File: config.mk
export PLATFORM = sky130hd
export DESIGN_NAME = hilo_sequencer_flat
export DESIGN_NICKNAME = d
export VERILOG_FILES = /design/src/rtl/hilo_pkg.sv /design/src/rtl/hilo_sequencer_if.sv /design/src/rtl/hilo_sequencer_step.sv /design/src/rtl/hilo_sequencer.sv /design/src/flat_wrapper.sv
export SDC_FILE = /design/constraint.sdc
export NUM_CORES = 1
export LEC_CHECK = 0
export ABC_AREA = 1
export BUFFER_PORTS_ARGS = -buffer_cell sky130_fd_sc_hd__buf_2
export CORE_ASPECT_RATIO = 1.4
export CORE_MARGIN = 10
export CORE_UTILIZATION = 30
export DETAILED_ROUTE_END_ITERATION = 10
export PLACE_DENSITY = 0.49
export SYNTH_ARGS = -nofsm -noshare
export SYNTH_HDL_FRONTEND = slang
export SYNTH_SLANG_ARGS = --single-unit
File: constraint.sdc
create_clock -name Clk -period 3.1 [get_ports Clk]
set_input_delay 0.62 -clock Clk [delete_from_list [all_inputs] [get_ports Clk]]
set_output_delay 0.62 -clock Clk [all_outputs]
set_load 0.01 [all_outputs]
File: src/rtl/hilo_pkg.sv
// Shared types and constants for the HI/LO multiply/divide sequencer.
package hilo_pkg;

  typedef enum logic [1:0] {
    MULT  = 2'b00,
    MULTU = 2'b01,
    DIV   = 2'b10,
    DIVU  = 2'b11
  } hilo_op_t;

  typedef enum logic [1:0] {
    IDLE = 2'b00,
    CALC = 2'b01,
    FIX  = 2'b10,
    DONE = 2'b11
  } hilo_state_t;

  // One radix-2 iteration per result bit.
  localparam int HILO_ITER = 32;

  function automatic logic op_is_div(input hilo_op_t op);
    return op[1];
  endfunction

  function automatic logic op_is_signed(input hilo_op_t op);
    return ~op[0];
  endfunction

endpackage

File: src/rtl/hilo_sequencer_if.sv
// Start/busy/done handshake and HI/LO result bus between the control unit and the sequencer.
interface hilo_sequencer_if #(
  parameter int WIDTH = 32
);
  logic             Start;
  logic [1:0]       Op;
  logic [WIDTH-1:0] A;
  logic [WIDTH-1:0] B;
  logic             Busy;
  logic             Done;
  logic             DivZero;
  logic [WIDTH-1:0] Hi;
  logic [WIDTH-1:0] Lo;

  modport master (
    output Start, Op, A, B,
    input  Busy, Done, DivZero, Hi, Lo
  );

  modport slave (
    input  Start, Op, A, B,
    output Busy, Done, DivZero, Hi, Lo
  );
endinterface

File: src/rtl/hilo_sequencer_step.sv
// One combinational iteration: shift-add multiply or restoring divide on unsigned magnitudes.
// Multiply layout: acc = {0, partial product high word, remaining multiplier bits}.
// Divide layout:   acc = {33-bit remainder, dividend bits shifting out / quotient bits shifting in}.
module hilo_step
  import hilo_pkg::*;
#(
  parameter int WIDTH = 32
) (
  input  logic               is_div_i,
  input  logic [2*WIDTH:0]   acc_i,
  input  logic [WIDTH-1:0]   opnd_i,
  output logic [2*WIDTH:0]   acc_o
);

  logic [WIDTH:0] mul_upper;
  logic [WIDTH:0] rem_shift;
  logic [WIDTH:0] rem_diff;
  logic [WIDTH:0] rem_next;
  logic           q_bit;

  // Compute both algorithms' next value and select by op class.
  always_comb begin
    mul_upper = {1'b0, acc_i[2*WIDTH-1:WIDTH]} + (acc_i[0] ? {1'b0, opnd_i} : '0);
    // Remainder stays below the divisor, so its top bit is free for the shift.
    rem_shift = {acc_i[2*WIDTH-1:WIDTH], acc_i[WIDTH-1]};
    rem_diff  = rem_shift - {1'b0, opnd_i};
    q_bit     = ~rem_diff[WIDTH];
    rem_next  = q_bit ? rem_diff : rem_shift;
    if (is_div_i) begin
      acc_o = {rem_next, acc_i[WIDTH-2:0], q_bit};
    end else begin
      acc_o = {1'b0, mul_upper, acc_i[WIDTH-1:1]};
    end
  end

endmodule

File: src/rtl/hilo_sequencer.sv
// Multi-cycle multiply/divide unit owning the architectural HI/LO registers.
module hilo_sequencer
  import hilo_pkg::*;
#(
  parameter int WIDTH = 32
) (
  input  logic                Clk,
  input  logic                Reset,
  hilo_sequencer_if.slave     bus
);

  localparam int AW    = 2 * WIDTH + 1;
  localparam int CNT_W = $clog2(HILO_ITER);

  hilo_state_t        state_q, state_d;
  logic [CNT_W-1:0]   cnt_q, cnt_d;
  hilo_op_t           op_q, op_d;
  logic               qneg_q, qneg_d;
  logic               rneg_q, rneg_d;
  logic [WIDTH-1:0]   opnd_q, opnd_d;
  logic [AW-1:0]      acc_q, acc_d;
  logic [WIDTH-1:0]   hi_q, hi_d;
  logic [WIDTH-1:0]   lo_q, lo_d;
  logic               divzero_q, divzero_d;

  logic [AW-1:0]      step_acc;
  hilo_op_t           op_in;
  logic               a_neg, b_neg;
  logic [WIDTH-1:0]   a_mag, b_mag;
  logic [2*WIDTH-1:0] prod;
  logic [WIDTH-1:0]   quot, rem;

  hilo_step #(.WIDTH(WIDTH)) u_step (
    .is_div_i (op_is_div(op_q)),
    .acc_i    (acc_q),
    .opnd_i   (opnd_q),
    .acc_o    (step_acc)
  );

  // Next-state, operand latching on Start, iteration and sign fix-up.
  always_comb begin
    state_d   = state_q;
    cnt_d     = cnt_q;
    op_d      = op_q;
    qneg_d    = qneg_q;
    rneg_d    = rneg_q;
    opnd_d    = opnd_q;
    acc_d     = acc_q;
    hi_d      = hi_q;
    lo_d      = lo_q;
    divzero_d = divzero_q;

    op_in = hilo_op_t'(bus.Op);
    a_neg = op_is_signed(op_in) & bus.A[WIDTH-1];
    b_neg = op_is_signed(op_in) & bus.B[WIDTH-1];
    a_mag = a_neg ? -bus.A : bus.A;
    b_mag = b_neg ? -bus.B : bus.B;
    prod  = qneg_q ? -acc_q[2*WIDTH-1:0] : acc_q[2*WIDTH-1:0];
    quot  = qneg_q ? -acc_q[WIDTH-1:0] : acc_q[WIDTH-1:0];
    rem   = rneg_q ? -acc_q[2*WIDTH-1:WIDTH] : acc_q[2*WIDTH-1:WIDTH];

    case (state_q)
      CALC: begin
        acc_d = step_acc;
        cnt_d = cnt_q - CNT_W'(1);
        if (cnt_q == '0) state_d = FIX;
      end
      FIX: begin
        if (op_is_div(op_q)) begin
          lo_d = quot;
          hi_d = rem;
        end else begin
          hi_d = prod[2*WIDTH-1:WIDTH];
          lo_d = prod[WIDTH-1:0];
        end
        state_d = DONE;
      end
      default: begin
        // IDLE and DONE both accept a new operation; DONE otherwise falls back to IDLE.
        if (state_q == DONE) begin
          state_d   = IDLE;
          divzero_d = 1'b0;
        end
        if (bus.Start) begin
          op_d      = op_in;
          divzero_d = 1'b0;
          qneg_d    = a_neg ^ b_neg;
          rneg_d    = a_neg;
          if (op_is_div(op_in) && (bus.B == '0)) begin
            state_d   = DONE;
            divzero_d = 1'b1;
          end else begin
            state_d = CALC;
            cnt_d   = CNT_W'(HILO_ITER - 1);
            if (op_is_div(op_in)) begin
              acc_d  = {{(WIDTH+1){1'b0}}, a_mag};
              opnd_d = b_mag;
            end else begin
              acc_d  = {{(WIDTH+1){1'b0}}, b_mag};
              opnd_d = a_mag;
            end
          end
        end
      end
    endcase
  end

  // State register; reset aborts any operation in flight.
  always_ff @(posedge Clk or negedge Reset) begin
    if (!Reset) begin
      state_q   <= IDLE;
      divzero_q <= 1'b0;
      hi_q      <= '0;
      lo_q      <= '0;
    end else begin
      state_q   <= state_d;
      divzero_q <= divzero_d;
      hi_q      <= hi_d;
      lo_q      <= lo_d;
    end
  end

  // Datapath registers: latched operands, signs, counter and accumulator.
  always_ff @(posedge Clk or negedge Reset) begin
    if (!Reset) begin
      cnt_q  <= '0;
      op_q   <= MULT;
      qneg_q <= 1'b0;
      rneg_q <= 1'b0;
      opnd_q <= '0;
      acc_q  <= '0;
    end else begin
      cnt_q  <= cnt_d;
      op_q   <= op_d;
      qneg_q <= qneg_d;
      rneg_q <= rneg_d;
      opnd_q <= opnd_d;
      acc_q  <= acc_d;
    end
  end

  assign bus.Busy    = (state_q == CALC) || (state_q == FIX);
  assign bus.Done    = (state_q == DONE);
  assign bus.DivZero = divzero_q;
  assign bus.Hi      = hi_q;
  assign bus.Lo      = lo_q;

endmodule

File: src/flat_wrapper.sv
// flat-port wrapper written by rule: the top's interface ports become plain ports
module hilo_sequencer_flat import hilo_pkg::*;
#(
  parameter int WIDTH = 32
)
  (Clk, Reset, bus_Start, bus_Op, bus_A, bus_B, bus_Busy, bus_Done, bus_DivZero, bus_Hi, bus_Lo);
  hilo_sequencer_if #(.WIDTH(WIDTH)) bus_i ();
  input  logic Clk;
  input  logic Reset;
  input wire logic [$bits(bus_i.Start)-1:0] bus_Start;
  input wire logic [$bits(bus_i.Op)-1:0] bus_Op;
  input wire logic [$bits(bus_i.A)-1:0] bus_A;
  input wire logic [$bits(bus_i.B)-1:0] bus_B;
  output wire logic [$bits(bus_i.Busy)-1:0] bus_Busy;
  output wire logic [$bits(bus_i.Done)-1:0] bus_Done;
  output wire logic [$bits(bus_i.DivZero)-1:0] bus_DivZero;
  output wire logic [$bits(bus_i.Hi)-1:0] bus_Hi;
  output wire logic [$bits(bus_i.Lo)-1:0] bus_Lo;
  assign bus_i.Start = bus_Start;
  assign bus_i.Op = bus_Op;
  assign bus_i.A = bus_A;
  assign bus_i.B = bus_B;
  assign bus_Busy = bus_i.Busy;
  assign bus_Done = bus_i.Done;
  assign bus_DivZero = bus_i.DivZero;
  assign bus_Hi = bus_i.Hi;
  assign bus_Lo = bus_i.Lo;
  hilo_sequencer #(.WIDTH(WIDTH)) u_core (.Clk(Clk), .Reset(Reset), .bus(bus_i));
endmodule
# Word level (Yosys, flattened, before mapping)
# Cells that the tools add are included.
[word_totals]
output_inout_bits = 67
word_cells = 70
regBits = 172
[op_classes]
muxes = 26
n_addsub = 8
eq_ne = 5
bitwise = 8
n_reduce_logical = 13
[op_table]
columns = ["cell", "n"]
rows = [
  ["two-way mux 32 bit", 10],
  ["two-way mux 64 bit", 4],
  ["negator 32 bit", 4],
  ["one-hot mux 64 bit (2 select lines)", 1],
  ["negator 64 bit", 1],
  ["adder 32 x 32 -> 33 bit", 1],
  ["subtractor 33 x 32 -> 33 bit", 1],
  ["zero test 32 bit", 1],
  ["two-way mux 5 bit", 2],
  ["one-hot mux 5 bit (2 select lines)", 1],
  ["two-way mux 2 bit", 4],
  ["AND reduction 2 bit", 3],
  ["AND reduction 3 bit", 2],
  ["zero test 5 bit", 1],
  ["inverter 1 bit", 5],
  ["subtractor 5 x 1 -> 5 bit (second input constant)", 1],
  ["== test 2 bit (second input constant)", 2],
  ["one-hot mux 2 bit (2 select lines)", 1],
  ["nonzero test 2 bit", 2],
  ["nonzero test 4 bit", 1],
  ["two-way mux 1 bit", 3],
  ["AND 1 bit", 2],
  ["== test 2 x 1 -> 1 bit (second input constant)", 1],
  ["!= test 2 x 1 -> 1 bit (second input constant)", 1],
  ["other kinds (5)", 5],
]

# Depth between registers and ports, before layout
[depth]
word_depth = 7
ltp_mapped = 20
mapped_depth_nobuf = 19

# Hierarchy
# A second synthesis with hierarchy kept.
[hier_totals]
cells_unflattened = 3075
hier_area_um2 = 17785.8
[modules_own_cells]
columns = ["mod", "area_per_inst_um2", "seq_area_each_um2", "instances", "cells_each"]
rows = [
  ["hilo_sequencer", 11720.0, 4304.1, 1, 1787],
  ["hilo_step", 6065.8, 0.0, 1, 1288],
]

# Worst setup path before layout
# No wires, ideal clock.
[synth_timing]
kind = "reg2reg"
startpoint = "reg u_core.acc_q[0]"
endpoint = "reg u_core.acc_q[53]"
t_arrival_ns = 2.446
path_buffers = 2
t_required_ns = 2.984
stages_incl_launch_ff = 20
slack_ns = 0.538
period_less_slack_ns = 2.562
setup_time_ns = 0.116
cell_sequence = "dfrtp_1 -> buf_2 -> clkbuf_1 -> nand2_1 -> inv_1 -> ha_1 -> inv_1 -> fa_1 -> o21ai_1 -> nand2_1 -> nand2_1 -> nand2_1 -> nand2_1 -> nand2_1 -> nand3_1 -> nand3_1 -> nand2_1 -> inv_1 -> nand2_1 -> nand2_1"
[synth_between]
elab_chain_len = 4
[synth_lines]
columns = ["item", "line", "text"]
rows = [
  ["from (decl)", "hilo_sequencer.sv:21", "logic [AW-1:0] acc_q, acc_d;"],
  ["from (signal assigned)", "hilo_sequencer.sv:131", "acc_q <= '0;"],
  ["from (signal assigned)", "hilo_sequencer.sv:138", "acc_q <= acc_d;"],
  ["two-way mux 32 bit", "hilo_sequencer_step.sv:23", "mul_upper = {1'b0, acc_i[2*WIDTH-1:WIDTH]} + (acc_i[0] ? {1'b0, opnd_i} : '0);"],
  ["adder 32 x 32 -> 33 bit", "hilo_sequencer_step.sv:23", ""],
  ["two-way mux 64 bit", "hilo_sequencer_step.sv:29", "if (is_div_i) begin"],
  ["one-hot mux 64 bit (2 select lines)", "hilo_sequencer.sv:62", "case (state_q)"],
]
# Every way passes these cells.
# A chain may end at the register's enable or synchronous reset.

# Worst setup path after layout
[layout_timing]
startpoint = "reg u_core.acc_q[31]"
endpoint = "reg u_core.acc_q[41]"
[layout_between]
elab_chain_len = 4
[layout_lines]
columns = ["item", "line", "text"]
rows = [
  ["subtractor 33 x 32 -> 33 bit", "hilo_sequencer_step.sv:26", "rem_diff = rem_shift - {1'b0, opnd_i};"],
  ["two-way mux 32 bit", "hilo_sequencer_step.sv:28", "rem_next = q_bit ? rem_diff : rem_shift;"],
  ["two-way mux 64 bit", "hilo_sequencer_step.sv:29", ""],
  ["one-hot mux 64 bit (2 select lines)", "hilo_sequencer.sv:62", ""],
]
# Every way passes these cells.

==> flow_summary_export.csv <==
group,metric,value,unit
run_status,status,"finished clean",
clocking,cts_tree,"yes",
power,pwr_density_cell,998,mW/mm²
sta,relSlewSlack,42.3,%
critical_path,cp_max_fo,24,
critical_path,r2r_cells,17,
logic_synthesis,synth-simple-area-share,41.4,%
drt,drtAntennaViolNets,0,
power,clockPowerShare,11.1,%
clocking,clk_pin_slew_worst_paths,0.08,ns
clocking,cts-root-buf,"clkbuf_16",
logic_synthesis,yosys.area_share.adder,5.41,%
clocking,clock_path_buffers,2,
final_layout,fillers,6602,
critical_path,critPathLaunch,"u_core.acc_q[31]",
logic_synthesis,ys_seq_area_share,24.3,%
sta,tns,0,ns
critical_path,start_kind,"register",
power,pwr-share-comb,67.8,%
run,drv_cap,0,
final_layout,area_growth,13.5,%
die,rows,105,
sta,final_hold_viol_count,0,
logic_synthesis,syn-cell-area,0.0176,mm²
die,fp.coreArea,0.0585,mm²
power,peakVddDrop,519,µV
grt,grt_pass1_wl,116,mm
clocking,htreeDepth,4,
sta,rsz0062_at_grt,"false",
logic_synthesis,yosysWarnings,0,
grt,grt_pass1_vias,19400,
die,num_io_pins,136,
logic_synthesis,muxShareOfSynthArea,0,%
drt,wirelength,76.5,mm
critical_path,rr_endpoint,"u_core.acc_q[41]",
power,internal_power,8.65,mW
drt,drt_iter0_markers,1397,
place,dp.cells,3844,
logic_synthesis,synth_flop_cell,"dfrtp_1",
logic_synthesis,synthCells,2988,
critical_path,reg2reg_setup_slack,0.32,ns
drt,drt_pass1_iterations,7,
logic_synthesis,async_reset_ff_share,100,%
logic_synthesis,yosys-top-cells-area,"dfrtp_1 24%, nand2_1 20%, nand3_1 9.5%",
final_layout,drive_gt1_share,9.50,%
drt,routedWlPerCell,19.7,µm
logic_synthesis,synth_edf_count,0,
critical_path,criticalPathCategory,"reg -> reg",
grt,grt-ovfl-total,0,
clocking,hold_buffers,0,
clocking,cts_num_sinks,171,
logic_synthesis,syn_avg_cell_area,5.90,µm²
final_layout,nets,3258,
die,dieArea,0.0690,mm²
critical_path,required,3.46,ns
grt,antenna_found_initial,1,
die,start_util,30.2,%
logic_synthesis,ys_types,49,
place,port_buffers,135,
die,die_y,307,µm
logic_synthesis,synth_top_family_by_area,"simple AND/OR/NAND/NOR gates",
critical_path,crit_arrival,3.14,ns
hold_path,hp-class,"in -> async",
power,p_sw_share,56.7,%
logic_synthesis,synth-xor-area-share,4.47,%
power,switching_power,11.3,mW
sta,post-route-period-util,89.8,%
place,place_congestion,0.942,
die,die_w,225,µm
critical_path,endpoint_kind,"register",
logic_synthesis,yosys.area.top_type_share,24.3,%
sta,slew_viol_final,0,
place,dp_hpwl,63.6,mm
power,seqPwrFrac,21.1,%
drt,avgViaCountPerCell,5.03,
sta,period_minus_slack,2.78,ns
logic_synthesis,netlist_top_cells_count,"961 x nand2_1, 389 x inv_1, 333 x nand3_1",
clocking,cts_made_buffers,17,
clocking,insertion_delay,0.47,ns
drt,drc_errors,0,
logic_synthesis,yosys_register_bits,171,
final_layout,final_cell_count_no_fill,3877,
logic_synthesis,synth_most_common_cell,"nand2_1",
logic_synthesis,synth-compound-area-share,13.3,%
sta,fmax,359,MHz
sta,final-setup-viol-count,0,
logic_synthesis,synth_nets,3132,
grt,track_usage,22.0,%
grt,grt_max_degree,101,
sta,fin_skew,0.0179,ns
clocking,cts_setup_buffers,0,
sta,tightest_slew,0.865,ns
drt,vias,19500,
clocking,cts_resized,0,
logic_synthesis,yosys.area.top_type,"dfrtp_1",
critical_path,rr_startpoint,"u_core.acc_q[31]",
power,p_leak,10.7,nW
-- cell usage in the layout (no fill, tap or decap), types with 43 or more instances in the layout --
cell type,count
ha_1,72
nor2_1,292
xor2_1,73
inv_1,388
dfrtp_1,169
nand3_1,333
o21ai_0,173
buf_2,134
nand2_1,961
buf_4,59
a21oi_1,119
nand4_1,43
-- worst max-delay path: stages, from the launching register on --
cell and delay (ns):
dfrtp_2 0.45, inv_1 0.12, ha_1 0.24, fa_1 0.40, inv_1 0.07, nand2_1 0.04, nand2_1 0.13, nand3_1 0.08
nand2_1 0.13, nand2_2 0.08, nand2_4 0.08, nand2_4 0.07, nand3_2 0.17, nand2_4 0.21, nand2_1 0.11, nand2_1 0.05
o21bai_1 0.15, nand2_1 0.06
-- stage by stage --
step | worst slack (ns) | utilization, % | hold slack (ns) | cell area, µm² | power (mW)
after global placement | 0.147 | 33.2 | 0.461 | 19400 | 17.8
after global routing | 0.0122 | 34.2 | 0.123 | 20000 | 21.9
after CTS | 0.132 | 34.2 | 0.107 | 20000 | 20.0
final | 0.315 | 34.2 | 0.0947 | 20000 | 20.0
after floorplan | 0.538 | - | 0.324 | 17600 | 13.1
after detailed placement | 0.155 | 33.2 | 0.463 | 19400 | 17.7
-- worst max path at each step --
| stage | end | slack [ns] | cells past startpoint |
|---|---|---|---|
| after global placement | u_core.acc_q[61] | 0.15 | 17 |
| after detailed placement | u_core.acc_q[62] | 0.15 | 17 |
| after global routing | u_core.acc_q[33] | 0.01 | 17 |
| after CTS | u_core.acc_q[54] | 0.13 | 18 |
| final | u_core.acc_q[41] | 0.32 | 17 |
| after floorplan | u_core.acc_q[53] | 0.54 | 19 |
-- area by class of cell --
type / instances / area (µm²) / area share, %
tap: 749 / 937 / 4.68
sequential: 171 / 4280 / 21.4
timing repair buffer: 202 / 1280 / 6.42
multi-input combinational: 2316 / 11400 / 57.0
clock inverter: 12 / 123 / 0.613
inverter: 406 / 1520 / 7.61
clock buffer: 20 / 457 / 2.28
antenna: 1 / 2.50 / 0.0125
-- sequential cells by signal (all words and copies together), names as in the netlist --
name and cells:
u_core.qneg_q 1, u_core.rneg_q 1, u_core.opnd_q 32, u_core.cnt_q 5, u_core.op_q 1, u_core.bus.Hi 32, u_core.state_q 2, u_core.acc_q 64
u_core.bus.DivZero 1, u_core.bus.Lo 32
-- cell families after synthesis --
kind of cell	Yosys count
fa+ha+maj	75
compound gates	422
xor+xnor	90
buf+inv	501
flops	171
simple gates	1729
-- routing by layer --
layer	up-vias	part of all wire (%)	GRT usage (%)
met4	0	5.6	12.0
li1	9892	-	-
met3	130	3.7	2.07
met2	534	51	40.2
met1	8961	39	24.5
met5	-	0	0
-- power by group through the flow --
| stage | clock network, mW | logic [mW] | registers, mW |
|---|---|---|---|
| after floorplan | 0 | 9.02 | 4.11 |
| after global placement | 0 | 13.5 | 4.24 |
| after detailed placement | 0 | 13.5 | 4.24 |
| after CTS | 2.28 | 13.5 | 4.20 |
| after global routing | 2.35 | 15.2 | 4.34 |
| final | 2.22 | 13.6 | 4.21 |
Note: power is estimated with default switching activity, not from simulation.
